[src/rtl/drive_pkg.sv]
`default_nettype none
// ============================================================================
// Module      : drive_pkg
// Description : Shared encodings for the manual-driving state machine and
//               its downstream status/odometer block.
// Revision    : 1.0 - initial release
// ============================================================================
package drive_pkg;

  // One-hot drive state encodings
  localparam logic [3:0] ST_UNSTART  = 4'b0001;
  localparam logic [3:0] ST_START    = 4'b0010;
  localparam logic [3:0] ST_MOVING   = 4'b0100;
  localparam logic [3:0] ST_POWEROFF = 4'b1000;

  // Bit positions inside the 4-bit motion vector
  localparam int unsigned ANS_FWD   = 0;
  localparam int unsigned ANS_REV   = 1;
  localparam int unsigned ANS_LEFT  = 2;
  localparam int unsigned ANS_RIGHT = 3;

endpackage : drive_pkg
`default_nettype wire

[src/rtl/bcd_digit.sv]
`default_nettype none
// ============================================================================
// Module      : bcd_digit
// Description : One decimal digit of a ripple BCD counter. Carries out
//               combinationally when incremented from 9.
// Revision    : 1.0 - initial release
// ============================================================================
module bcd_digit (
  input  logic       clk,
  input  logic       rst,
  input  logic       inc,
  input  logic       clr,
  output logic [3:0] digit,
  output logic       carry_out
);

  // Carry into the next digit happens on the same edge this digit wraps
  assign carry_out = inc && (digit == 4'd9);

  // Digit register: clear has priority over increment
  always_ff @(posedge clk) begin
    if (!rst) begin
      digit <= 4'd0;
    end else if (clr) begin
      digit <= 4'd0;
    end else if (inc) begin
      digit <= (digit == 4'd9) ? 4'd0 : digit + 4'd1;
    end
  end

endmodule : bcd_digit
`default_nettype wire

[src/rtl/drive_status_odometer.sv]
`default_nettype none
// ============================================================================
// Module      : drive_status_odometer
// Description : Turns the drive state and motion vector into a BCD odometer,
//               blinking turn lamps and a reversing lamp.
// Revision    : 1.0 - initial release
// ============================================================================
module drive_status_odometer
  import drive_pkg::*;
#(
  parameter int unsigned TICK_DIV  = 100_000_000,
  parameter int unsigned BLINK_DIV = 50_000_000,
  parameter int unsigned DIGITS    = 4
) (
  input  logic                  clk,
  input  logic                  rst,
  input  logic [3:0]            state,
  input  logic [3:0]            answer,
  output logic [4*DIGITS-1:0]   mileage_bcd,
  output logic                  mileage_tick,
  output logic                  overflow,
  output logic                  lamp_left,
  output logic                  lamp_right,
  output logic                  lamp_rear
);

  localparam int unsigned PW = (TICK_DIV  > 1) ? $clog2(TICK_DIV)  : 1;
  localparam int unsigned BW = (BLINK_DIV > 1) ? $clog2(BLINK_DIV) : 1;
  localparam logic [PW-1:0] PCNT_MAX = PW'(TICK_DIV - 1);
  localparam logic [BW-1:0] BCNT_MAX = BW'(BLINK_DIV - 1);

  logic [PW-1:0]   pcnt;
  logic [BW-1:0]   bcnt;
  logic            phase;
  logic            moving;
  logic            power_off;
  logic            tick_now;
  logic            blink_idle;
  logic [DIGITS:0] carry;

  // Non-one-hot states match neither compare, so they neither move nor clear
  assign moving     = (state == ST_MOVING) && (answer[ANS_FWD] || answer[ANS_REV]);
  assign power_off  = (state == ST_POWEROFF);
  assign tick_now   = moving && (pcnt == PCNT_MAX) && !power_off;
  assign blink_idle = power_off || (answer[ANS_RIGHT:ANS_LEFT] == 2'b00);

  // Prescaler: holds across stops so partial distance is not lost
  always_ff @(posedge clk) begin
    if (!rst) begin
      pcnt <= '0;
    end else if (power_off) begin
      pcnt <= '0;
    end else if (moving) begin
      pcnt <= (pcnt == PCNT_MAX) ? '0 : pcnt + PW'(1);
    end
  end

  // Tick pulse marks the edge on which the mileage advanced
  always_ff @(posedge clk) begin
    if (!rst) begin
      mileage_tick <= 1'b0;
    end else begin
      mileage_tick <= tick_now;
    end
  end

  // BCD ripple chain; the carry out of the top digit means all-9s wrapped
  assign carry[0] = tick_now;

  generate
    for (genvar i = 0; i < DIGITS; i++) begin : g_digit
      bcd_digit u_digit (
        .clk       (clk),
        .rst       (rst),
        .inc       (carry[i]),
        .clr       (power_off),
        .digit     (mileage_bcd[4*i +: 4]),
        .carry_out (carry[i+1])
      );
    end
  endgenerate

  // Sticky overflow, cleared only by reset or power-off
  always_ff @(posedge clk) begin
    if (!rst) begin
      overflow <= 1'b0;
    end else if (power_off) begin
      overflow <= 1'b0;
    end else if (carry[DIGITS]) begin
      overflow <= 1'b1;
    end
  end

  // Blink generator: phase starts high so a new turn request lights at once
  always_ff @(posedge clk) begin
    if (!rst) begin
      bcnt  <= '0;
      phase <= 1'b1;
    end else if (blink_idle) begin
      bcnt  <= '0;
      phase <= 1'b1;
    end else if (bcnt == BCNT_MAX) begin
      bcnt  <= '0;
      phase <= ~phase;
    end else begin
      bcnt  <= bcnt + BW'(1);
    end
  end

  // Lamp registers; power-off forces everything dark
  always_ff @(posedge clk) begin
    if (!rst) begin
      lamp_left  <= 1'b0;
      lamp_right <= 1'b0;
      lamp_rear  <= 1'b0;
    end else if (power_off) begin
      lamp_left  <= 1'b0;
      lamp_right <= 1'b0;
      lamp_rear  <= 1'b0;
    end else begin
      lamp_left  <= answer[ANS_LEFT]  & phase;
      lamp_right <= answer[ANS_RIGHT] & phase;
      lamp_rear  <= answer[ANS_REV];
    end
  end

endmodule : drive_status_odometer
`default_nettype wire

[config.mk]
export PLATFORM = sky130hd
export DESIGN_NAME = drive_status_odometer
export DESIGN_NICKNAME = d
export VERILOG_FILES = /design/src/rtl/drive_pkg.sv /design/src/rtl/bcd_digit.sv /design/src/rtl/drive_status_odometer.sv
export SDC_FILE = /design/constraint.sdc
export NUM_CORES = 1
export LEC_CHECK = 0
export ABC_AREA = 1
export BUFFER_PORTS_ARGS = -buffer_cell sky130_fd_sc_hd__buf_2
export CORE_MARGIN = 2
export CORE_UTILIZATION = 60
export CTS_BUF_LIST = sky130_fd_sc_hd__clkbuf_8
export DETAILED_ROUTE_END_ITERATION = 8
export HOLD_SLACK_MARGIN = 0.06
export MAX_ROUTING_LAYER = met4
export PLACE_DENSITY = 0.8
export SLEW_MARGIN = 5
export SYNTH_ARGS = -nofsm -noshare
export SYNTH_HDL_FRONTEND = slang
export SYNTH_SLANG_ARGS = --single-unit
export TNS_END_PERCENT = 1
[constraint.sdc]
create_clock -name clk -period 2.43 [get_ports clk]
set_input_delay 0.3645 -clock clk [delete_from_list [all_inputs] [get_ports clk]]
set_output_delay 0.3645 -clock clk [all_outputs]
set_load 0.1 [all_outputs]
==> qor.txt, run 1 <==
Status - finished clean
Max IR drop VDD - 0.306 mV
Root buffer cell - clkbuf_8
Core Footprint - 0.00668 mm2
Vias in the first global route - 3659
Slew Limit Fails - 0
Die W - 86.5 um
Design Area, Final - 0.00457 mm2
Synthesized area - 0.00409 mm2
Clock share of power - 45.5%
Sequential share of the synthesized area - 36.7%
Setup-failing EPs final - 0
# hold bufs at CTS - 0
# Post-CTS Setup Buffers - 0
Die H - 86.5 um
Slew headroom - 64.3%
Total track usage - 27.6%
Avg Inst Size Synth - 6.83 um2
Period utilization - 73.0%
RSZ-0062 raised after global routing - false
Total CTS buffers - 9
CP max-delay cell - dfxtp_1
Diodes inserted - 0
Largest net degree at the start of global routing - 27
CTS tree - built
Placement Rows - 30
Initial DRT Pass Iterations - 6
Number of port buffers - 30
Tmin final - 1.77 ns
Worst path required time - 2.74 ns
Worst reg2reg setup slack - 0.66 ns
Syn Nets - 610
Final WS setup - 0.656 ns
Via count - 3923
Cell Chain, Critical Path - ha_1 > inv_1 > nor2_1 > nand2_2 > nor2_2 > nand3_2 > nor2_4 > nand2_1 > a21oi_1 > o21a_1
Final Hold Vio Count - 0
Avg WL per Cell - 12.5 um
Max incr delay on CP - 0.37 ns
Initial antenna violation count - 0
GP Congestion - 1.00
Crit Path Class - reg -> reg
Clock latency at the later pin of the worst-skew pair - 0.36 ns
Remaining global-route overflow - 0
Crit start category - flop
Sw frac - 23.0%
CTS H-Tree Depth - 3
Element type at the critical path end - flop
Combinational fraction of design power - 3.6%
DRT Wirelength - 9.05 mm
Fraction of final layout cells with drive strength greater than 1 - 15.6%
Max FO, Critical Path - 6
Initial DRC Count - 257
Die ar. - 0.00749 mm2
Total power - 2.43 mW
P_int - 1.87 mW
PostCTS Resize Cnt - 0
Yosys warning total - 0
Power density cells - 533 mW/mm2
Dpl ws - 0.567 ns
Hold WC Path Type - in -> reg
Setup TNS - 0 ns
Worst slew pin tran - 0.533 ns
CP top delay family - simple AND/OR/NAND/NOR gates
Clock Path Buffers - 2
First-pass GRT wire length - 16.1 mm
Filler instances - 589
Final routed DRC violation total - 0
Crit path buf inv count - 1
Clk slew on worst S/H paths - 0.08 ns
Gate Count Post-Synth - 598
Synth cell types - 40
Max Cap Violations - 0
Static leakage - 1.80 nW
Nets@finish - 649
Psw - 0.560 mW
Fin Clk Skew - 0.0120 ns
Worst hold slack - 0.237 ns
Sink Count - 75
ANT nets after route - 0
Vias per Instance - 5.43
Post-DP HPWL - 6.83 mm
P&R area growth vs syn - 11.8%
Area of placed instances - 0.00433 mm2
Synth Register Bits - 75
Reg power frac - 50.9%
Fmax - 564 MHz
Ports - 31
Initial Utilization - 61.2%
Arrival time at the worst endpoint - 2.08 ns
final cells by class:
class,instances,area (um2),area share [%]
clock buffer,10,138,3.01
clock inverter,6,95.1,2.08
inverter,79,297,6.49
multi-input combinational,439,2260,49.6
sequential,75,1500,32.9
tap,80,100,2.19
timing repair buffer,33,173,3.78
cell usage in the layout, fill, tap and decap left out, types with 4 or more instances in the layout:
cell type,n
nand2_1,145
nor2_1,86
dfxtp_1,75
inv_1,69
nand3_1,39
a21oi_1,33
buf_2,30
nor3_1,19
nand4_1,18
xor2_1,13
nor2_2,12
clkbuf_8,10
inv_2,9
xnor2_1,8
nor3b_1,6
nor4_1,6
nor2_4,5
nand2_2,4
or2_0,4
or2_2,4
tightest hold or removal path: cells and delay by family:
family / cells / cell delay (ns)
buf+inv: 2 / 0.11
simple gates: 1 / 0.08
registers in the layout, summed over array words and instances, names as in the netlist:
| signal | flops |
|---|---|
| pcnt | 27 |
| bcnt | 26 |
| g_digit.u_digit.digit | 16 |
| lamp_left | 1 |
| lamp_rear | 1 |
| lamp_right | 1 |
| mileage_tick | 1 |
| overflow | 1 |
| phase | 1 |
worst paths after layout:
path                   startpoint                    end  depth (start not counted)
max          pcnt[0]$_SDFFE_PP0N_  pcnt[20]$_SDFFE_PP0N_                         10
min                     answer[1]   lamp_rear$_SDFF_PP0_                          3
max reg2reg  pcnt[0]$_SDFFE_PP0N_  pcnt[20]$_SDFFE_PP0N_                         10
min reg2reg    bcnt[0]$_SDFF_PP0_     bcnt[0]$_SDFF_PP0_                          1
synth_stat cells:
library cell  instances  area share [%]
dfxtp_1              75              37
and3_1                2            0.31
nor3_1               19             2.3
nand3_4               2            0.86
ha_1                  2            0.61
buf_4                 1            0.18
nand2_1             145              13
or2_2                 4            0.61
nand4_1              18             2.8
a21oi_2               3            0.64
clkbuf_1              2            0.18
nand3_1              39             4.8
nor2_4                5             1.4
or3_1                 1            0.15
a211oi_1              1            0.18
nand3_2               2            0.49
nor2_8                3             1.5
xor2_1               13             2.8
nand3b_1              2            0.37
nor3_2                3            0.73
inv_2                 9            0.83
nor3b_1               6             1.1
a21oi_1              33             4.0
buf_2                 2            0.24
a31oi_1               1            0.15
inv_1                69             6.3
nor4_1                6            0.92
o22ai_1               2            0.31
nor2_1               86             7.9
xnor2_1               8             1.7
nand2_4               3            0.83
a22oi_1               1            0.18
nand2_2               4            0.61
nor2_2               12             1.8
o21a_1                2            0.37
nor3b_2               1            0.31
o21ai_1               3            0.37
clkinv_1              1           0.092
o21ai_0               3            0.37
or2_0                 4            0.61
power groups by stage:
stage / clock (mW) / sequential [mW] / combinational, mW
5_1_grt: 1.19 / 1.24 / 0.0961
3_3_place_gp: 0 / 1.27 / 0.0863
4_1_cts: 1.12 / 1.24 / 0.0881
6_report: 1.11 / 1.24 / 0.0876
3_5_place_dp: 0 / 1.27 / 0.0879
2_1_floorplan: 0 / 1.29 / 0.0437
logic make-up after synthesis:
kind of cell	share of synthesized area, %
compound gates	6.61
flops	36.7
simple gates	43.7
fa+ha+maj	0.612
buf+inv	7.87
xor+xnor	4.50
routing by layer:
layer	track usage, %	wire [um]	up-vias
li1	-	-	2001
met1	36.4	4170	1764
met4	12.8	218	0
met2	41.8	4150	134
met3	4.19	514	24
met5	-	0	-
stage by stage:
step                      std cells  util, %
after floorplan                 598        -
after global placement          706     64.9
after detailed placement        706     64.9
after CTS                       722     68.4
after global routing            722     68.4
final                           722     68.4
(Power assumes the default switching activity.)
==> run 2: changes to the inputs <==
Settings changed: CORE_UTILIZATION 60 to 56, PLACE_DENSITY 0.8 to 0.78.
Clock period 2.43 ns to 1.6 ns, I/O delays scaled along.
==> qor.txt, run 2 (synthesis results as in run 1) <==
Status - finished clean
Largest regs - pcnt x27, bcnt x26, g_digit.u_digit.digit x16
Most frequent cells in the layout - 139 x nand2_1, 75 x nor2_1, 64 x inv_1
Nets@finish - 705 (+8.6%)
Initial DRC Count - 255 (-0.78%)
Avg WL per Cell - 13.5 um (+7.3%)
Root buffer cell - clkbuf_8
Die W - 89.4 um (+3.4%)
CP endpoint - g_digit[1].u_digit.digit[2]$_SDFFE_PP0N_
Setup-failing EPs final - 0 (unchanged)
Sink Count - 75 (unchanged)
Final Hold Vio Count - 0 (unchanged)
Vias in the first global route - 3727 (+1.9%)
Biggest register - pcnt
Crit Path Class - reg -> reg
Final routed DRC violation total - 0 (unchanged)
Max IR drop VDD - 0.578 mV (+89%)
Reg2reg start - pcnt[10]$_SDFFE_PP0N_
Element type at the critical path end - flop
Fin Clk Skew - 0.0104 ns (-0.00160 ns)
Initial Utilization - 56.9% (-4.2 points)
Clock Path Buffers - 2 (unchanged)
Largest register FFs - 27 (unchanged)
CTS H-Tree Depth - 3 (unchanged)
Die H - 89.4 um (+3.4%)
Total CTS buffers - 9 (unchanged)
Largest net degree at the start of global routing - 27 (unchanged)
Static leakage - 2.11 nW (+18%)
Cell Chain, Critical Path - inv_1 > nand2_2 > nor2_4 > nand2_2 > nor2_4 > nand3_4 > nor2_8 > buf_4 > nand2_1 > a21oi_1
Post-DP HPWL - 7.97 mm (+17%)
Core Footprint - 0.00718 mm2 (+7.4%)
First-pass GRT wire length - 16.8 mm (+4.0%)
Max incr delay on CP - 0.36 ns (about the same)
Most common cell after layout, fill and taps aside - nand2_1
Design Area, Final - 0.00524 mm2 (+15%)
# hold bufs at CTS - 0 (unchanged)
Worst path required time - 1.88 ns (-0.86 ns)
FF-to-FF path depth - 10 (unchanged)
Total track usage - 28.2% (+0.54 points)
Area of placed instances - 0.00477 mm2 (+10%)
Clk slew on worst S/H paths - 0.09 ns (about the same)
Slew Limit Fails - 0 (unchanged)
Number of port buffers - 30 (unchanged)
Ports - 31 (unchanged)
Max FO, Critical Path - 6 (unchanged)
Worst reg2reg setup slack - 0.0003 ns (-0.66 ns)
CP startpoint - pcnt[10]$_SDFFE_PP0N_
Dpl ws - -0.0576 ns (-0.625 ns)
Initial DRT Pass Iterations - 5 (-1)
Power density cells - 684 mW/mm2 (+28%)
Slew headroom - 65.5% (+1.2 points)
Diodes inserted - 0 (unchanged)
Worst slew pin tran - 0.515 ns (-0.0184 ns)
GP Congestion - 0.939 (-6.3%)
Max Cap Violations - 0 (unchanged)
Clock latency at the later pin of the worst-skew pair - 0.36 ns (about the same)
Final Non-Filler Cells - 797 (+10%)
Dpl cells - 775 (+9.8%)
Fraction of final layout cells with drive strength greater than 1 - 31.4% (+16 points)
Arrival time at the worst endpoint - 1.88 ns (-0.20 ns)
Crit start category - flop
Fmax - 625 MHz (+11%)
Final WS setup - 0.000281 ns (-0.656 ns)
Remaining global-route overflow - 0 (unchanged)
R2R Path End - g_digit[1].u_digit.digit[2]$_SDFFE_PP0N_
Vias per Instance - 5.18 (-4.6%)
Period utilization - 100% (+27 points)
Die ar. - 0.00800 mm2 (+6.8%)
DRT Wirelength - 10.7 mm (+18%)
Placement Rows - 31 (+3.3%)
HP Start - answer[1]
Initial antenna violation count - 0 (unchanged)
ANT nets after route - 0 (unchanged)
RSZ-0062 raised after global routing - true
Worst hold slack - 0.105 ns (-0.132 ns)
CTS tree - built
Via count - 4132 (+5.3%)
P&R area growth vs syn - 28.3%
CP max-delay cell - dfxtp_1
Hold WC Path Type - in -> reg
Tmin final - 1.60 ns (-0.174 ns)
==> run 2: cell count changes in the layout (fill, tap and decap cells not counted), moves of 4 or more <==
cell,previous run,this run
dfxtp_2,0,30
dfxtp_1,75,43
nor2_4,5,17
nand2_1,145,139
nand2_2,4,8
inv_1,69,64
buf_4,3,57
nor2_1,86,75
==> run 2: routing by layer <==
| metal | global-route usage, % | vias to the layer above | part of all wire (%) |
|---|---|---|---|
| met2 | 43.4 | 119 | 47 |
| met4 | 7.73 | 0 | 1.1 |
| met3 | 5.91 | 10 | 4.7 |
| li1 | - | 2108 | - |
| met1 | 37.5 | 1895 | 47 |
| met5 | - | - | 0 |
==> run 2: cell type report <==
cell class,instances,area (um2)
Clock buffer,9,124
Clock inverter,7,85.1
Fill cell,584,1930
Inverter,79,304
Multi-Input combinational cell,439,2450
Sequential cell,75,1550
Tap cell,99,124
Timing Repair Buffer,89,609
==> run 2: worst max-delay path: cells and delay by family, from the launching register on <==
family	cells	cell delay (ns)
and+or+nand+nor	7	0.77
DFF	1	0.36
AOI/OAI and AO/OA	1	0.14
buffers and inverters	2	0.26
==> run 2: how the worst min path moves through the flow <==
stage	slack, ns	cells past startpoint	endpoint
6_report	0.11	3	lamp_rear$_SDFF_PP0_
4_1_cts	0.10	3	lamp_rear$_SDFF_PP0_
3_3_place_gp	0.43	1	bcnt[0]$_SDFF_PP0_
2_1_floorplan	0.37	2	lamp_rear$_SDFF_PP0_
5_1_grt	0.12	3	lamp_rear$_SDFF_PP0_
3_5_place_dp	0.45	2	overflow$_SDFFE_PP0P_
==> run 2: per-stage QoR <==
stage	util, %	TNS (ns)	total power, mW
after detailed placement	66.5	-0.506	2.08
after global placement	66.5	-0.0999	2.07
final	73.0	0	3.58
after floorplan	-	-0.782	2.02
after global routing	73.0	-2.20	3.71
after CTS	69.8	0	3.59
==> run 2: repair_timing <==
item	4_1_cts	5_1_grt
setup buffers	1	5
resized for setup	5	67
pin swaps	2	23
setup endpoints to repair	18	58
==> run 2: power by group <==
part	total, mW	switching (mW)	internal (mW)	leakage, nW
combinational	0.161	0.112	0.0496	1.39
sequential	1.87	0.00469	1.87	0.622
clock	1.55	0.800	0.746	0.0995
total	3.58	0.917	2.67	2.11
==> run 3: changes to the inputs <==
Settings changed: CORE_MARGIN 2 to unset.
==> qor.txt, run 3 (synthesis results as in run 1) <==
Max Cap Violations - 0 (unchanged)
CTS H-Tree Depth - 3 (unchanged)
Hold WC Path Type - in -> reg
Die H - 87.4 um (-2.2%)
Crit Path Class - reg -> reg
FF-to-FF path depth - 12 (+2)
Arrival time at the worst endpoint - 1.90 ns (+0.02 ns)
Most common cell after layout, fill and taps aside - nand2_1
Die ar. - 0.00764 mm2 (-4.4%)
Fmax - 628 MHz (+0.41%)
Core Util, Final - 74.8% (+1.7 points)
Total CTS buffers - 9 (unchanged)
Initial DRT Pass Iterations - 5 (unchanged)
Period utilization - 99.6% (-0.40 points)
First-pass GRT wire length - 16.8 mm (+0.37%)
Sink Count - 75 (unchanged)
Initial DRC Count - 262 (+2.7%)
Total track usage - 29.1% (+0.94 points)
Largest net degree at the start of global routing - 27 (unchanged)
Hold path cells - 3 (unchanged)
GP Congestion - 0.936 (-0.32%)
Largest register FFs - 27 (unchanged)
Via count - 4157 (+0.61%)
Diodes inserted - 0 (unchanged)
Avg WL per Cell - 13.2 um (-1.8%)
Most frequent cells in the layout - 134 x nand2_1, 74 x nor2_1, 66 x inv_1
Setup-failing EPs final - 0 (unchanged)
Reg2reg start - pcnt[4]$_SDFFE_PP0N_
Clock latency at the later pin of the worst-skew pair - 0.36 ns (about the same)
CTS tree - built
Setup TNS - 0 ns (unchanged)
Fraction of final layout cells with drive strength greater than 1 - 32.2% (+0.80 points)
RSZ-0062 raised after global routing - true
Remaining global-route overflow - 0 (unchanged)
Power density cells - 663 mW/mm2 (-3.0%)
# hold bufs at CTS - 0 (unchanged)
Vias in the first global route - 3818 (+2.4%)
Worst path required time - 1.90 ns (+0.02 ns)
HP Start - answer[1]
Status - finished clean
P&R area growth vs syn - 26.4%
Clock Path Buffers - 2 (unchanged)
DRT Wirelength - 10.4 mm (-2.8%)
Initial antenna violation count - 0 (unchanged)
Ports - 31 (unchanged)
Dpl cells - 769 (-0.77%)
ANT nets after route - 0 (unchanged)
Slew Limit Fails - 0 (unchanged)
Largest regs - pcnt x27, bcnt x26, g_digit.u_digit.digit x16
Total power - 3.42 mW (-4.4%)
Vias per Instance - 5.27 (+1.6%)
Root buffer cell - clkbuf_8
Final Hold Vio Count - 0 (unchanged)
Clk slew on worst S/H paths - 0.09 ns (about the same)
Element type at the critical path end - flop
Nets@finish - 700 (-0.71%)
Post-DP HPWL - 7.74 mm (-2.9%)
Die W - 87.4 um (-2.2%)
Static leakage - 2.08 nW (-1.6%)
Slew headroom - 66.9% (+1.4 points)
Final Non-Filler Cells - 789 (-1.0%)
Core Footprint - 0.00691 mm2 (-3.7%)
Crit start category - flop
Max IR drop VDD - 0.432 mV (-25%)
R2R Path End - g_digit[3].u_digit.digit[0]$_SDFFE_PP0P_
Final routed DRC violation total - 0 (unchanged)
Tmin final - 1.59 ns (-0.00647 ns)
Biggest register - pcnt
Initial Utilization - 59.2% (+2.2 points)
Worst slew pin tran - 0.493 ns (-0.0215 ns)
Worst reg2reg setup slack - 0.007 ns (about the same)
Placement Rows - 30 (-3.2%)
Max FO, Critical Path - 7 (+1)
Endpoint, Worst Hold - lamp_rear$_SDFF_PP0_
Number of port buffers - 30 (unchanged)
Worst hold slack - 0.108 ns (+0.00256 ns)
Fin Clk Skew - 0.0153 ns (+0.00491 ns)
## run 3: cell count changes in the layout (fill, tap and decap cells not counted), moves of 4 or more
cell,previous run,this run
nand2_1,139,134
inv_6,0,4
nor2_2,11,17
nand2_2,8,15
nor2_4,17,12
buf_4,57,52
## run 3: final cells by class
| class | instances | area [um2] |
|---|---|---|
| clock buffers | 9 | 124 |
| fillers | 564 | 1740 |
| well taps | 96 | 120 |
| inverters | 79 | 302 |
| repair buffers | 84 | 572 |
| clock inverters | 7 | 56.3 |
| multi-input cells | 439 | 2440 |
| flip-flops and latches | 75 | 1550 |
## run 3: what timing repair did
action | 4_1_cts | 5_1_grt
setup endpoints to repair | 13 | 54
buffers inserted | 0 | 4
gates resized for setup | 3 | 70
cloned | 0 | 0
pin swaps | 1 | 20
hold endpoints to repair | 0 | 0
## run 3: worst max-delay path by stage
stage,endpoint,cells after the start,slack (ns),from
2_1_floorplan,g_digit[3].u_digit.digit[3]$_SDFFE_PP0P_,6,-0.15,g_digit[2].u_digit.digit[2]$_SDFFE_PP0N_
3_3_place_gp,g_digit[3].u_digit.digit[0]$_SDFFE_PP0P_,12,-0.008,pcnt[26]$_SDFFE_PP0N_
3_5_place_dp,pcnt[17]$_SDFFE_PP0N_,10,-0.05,pcnt[26]$_SDFFE_PP0N_
4_1_cts,g_digit[2].u_digit.digit[3]$_SDFFE_PP0N_,11,-0.005,pcnt[1]$_SDFFE_PP0N_
5_1_grt,g_digit[3].u_digit.digit[0]$_SDFFE_PP0P_,12,-0.09,pcnt[3]$_SDFFE_PP0N_
6_report,g_digit[3].u_digit.digit[0]$_SDFFE_PP0P_,12,0.007,pcnt[4]$_SDFFE_PP0N_
## run 3: worst max-delay path: stages, from the launching register on
cell     delay (ns)
dfxtp_2        0.36
nand2_4        0.10
inv_2          0.07
nand2_1        0.07
nor2_2         0.15
nand3_4        0.13
nor2_8         0.17
nand2_4        0.09
nor2_4         0.16
nand2_1        0.07
nand2_1        0.08
inv_1          0.05
nor2_2         0.06
## run 3: stage by stage
| stage | instance area, um2 | worst slack [ns] |
|---|---|---|
| final | 5160 | 0.00676 |
| after global routing | 5160 | -0.0873 |
| after CTS | 4930 | -0.00534 |
| after detailed placement | 4740 | -0.0494 |
| after global placement | 4740 | -0.00830 |
| after floorplan | 4110 | -0.146 |
## run 3: per-layer routing
layer	up-vias	wire length [um]	track usage, %
li1	2106	-	-
met1	1913	4830	38.3
met2	125	4790	43.1
met3	13	667	8.25
met4	0	139	9.09
met5	-	0	-
## run 3: report_power, final
| part | internal (mW) | leakage, nW | switching (mW) |
|---|---|---|---|
| combinational | 0.0477 | 1.37 | 0.110 |
| sequential | 1.87 | 0.624 | 0.00473 |
| clock | 0.586 | 0.0876 | 0.806 |
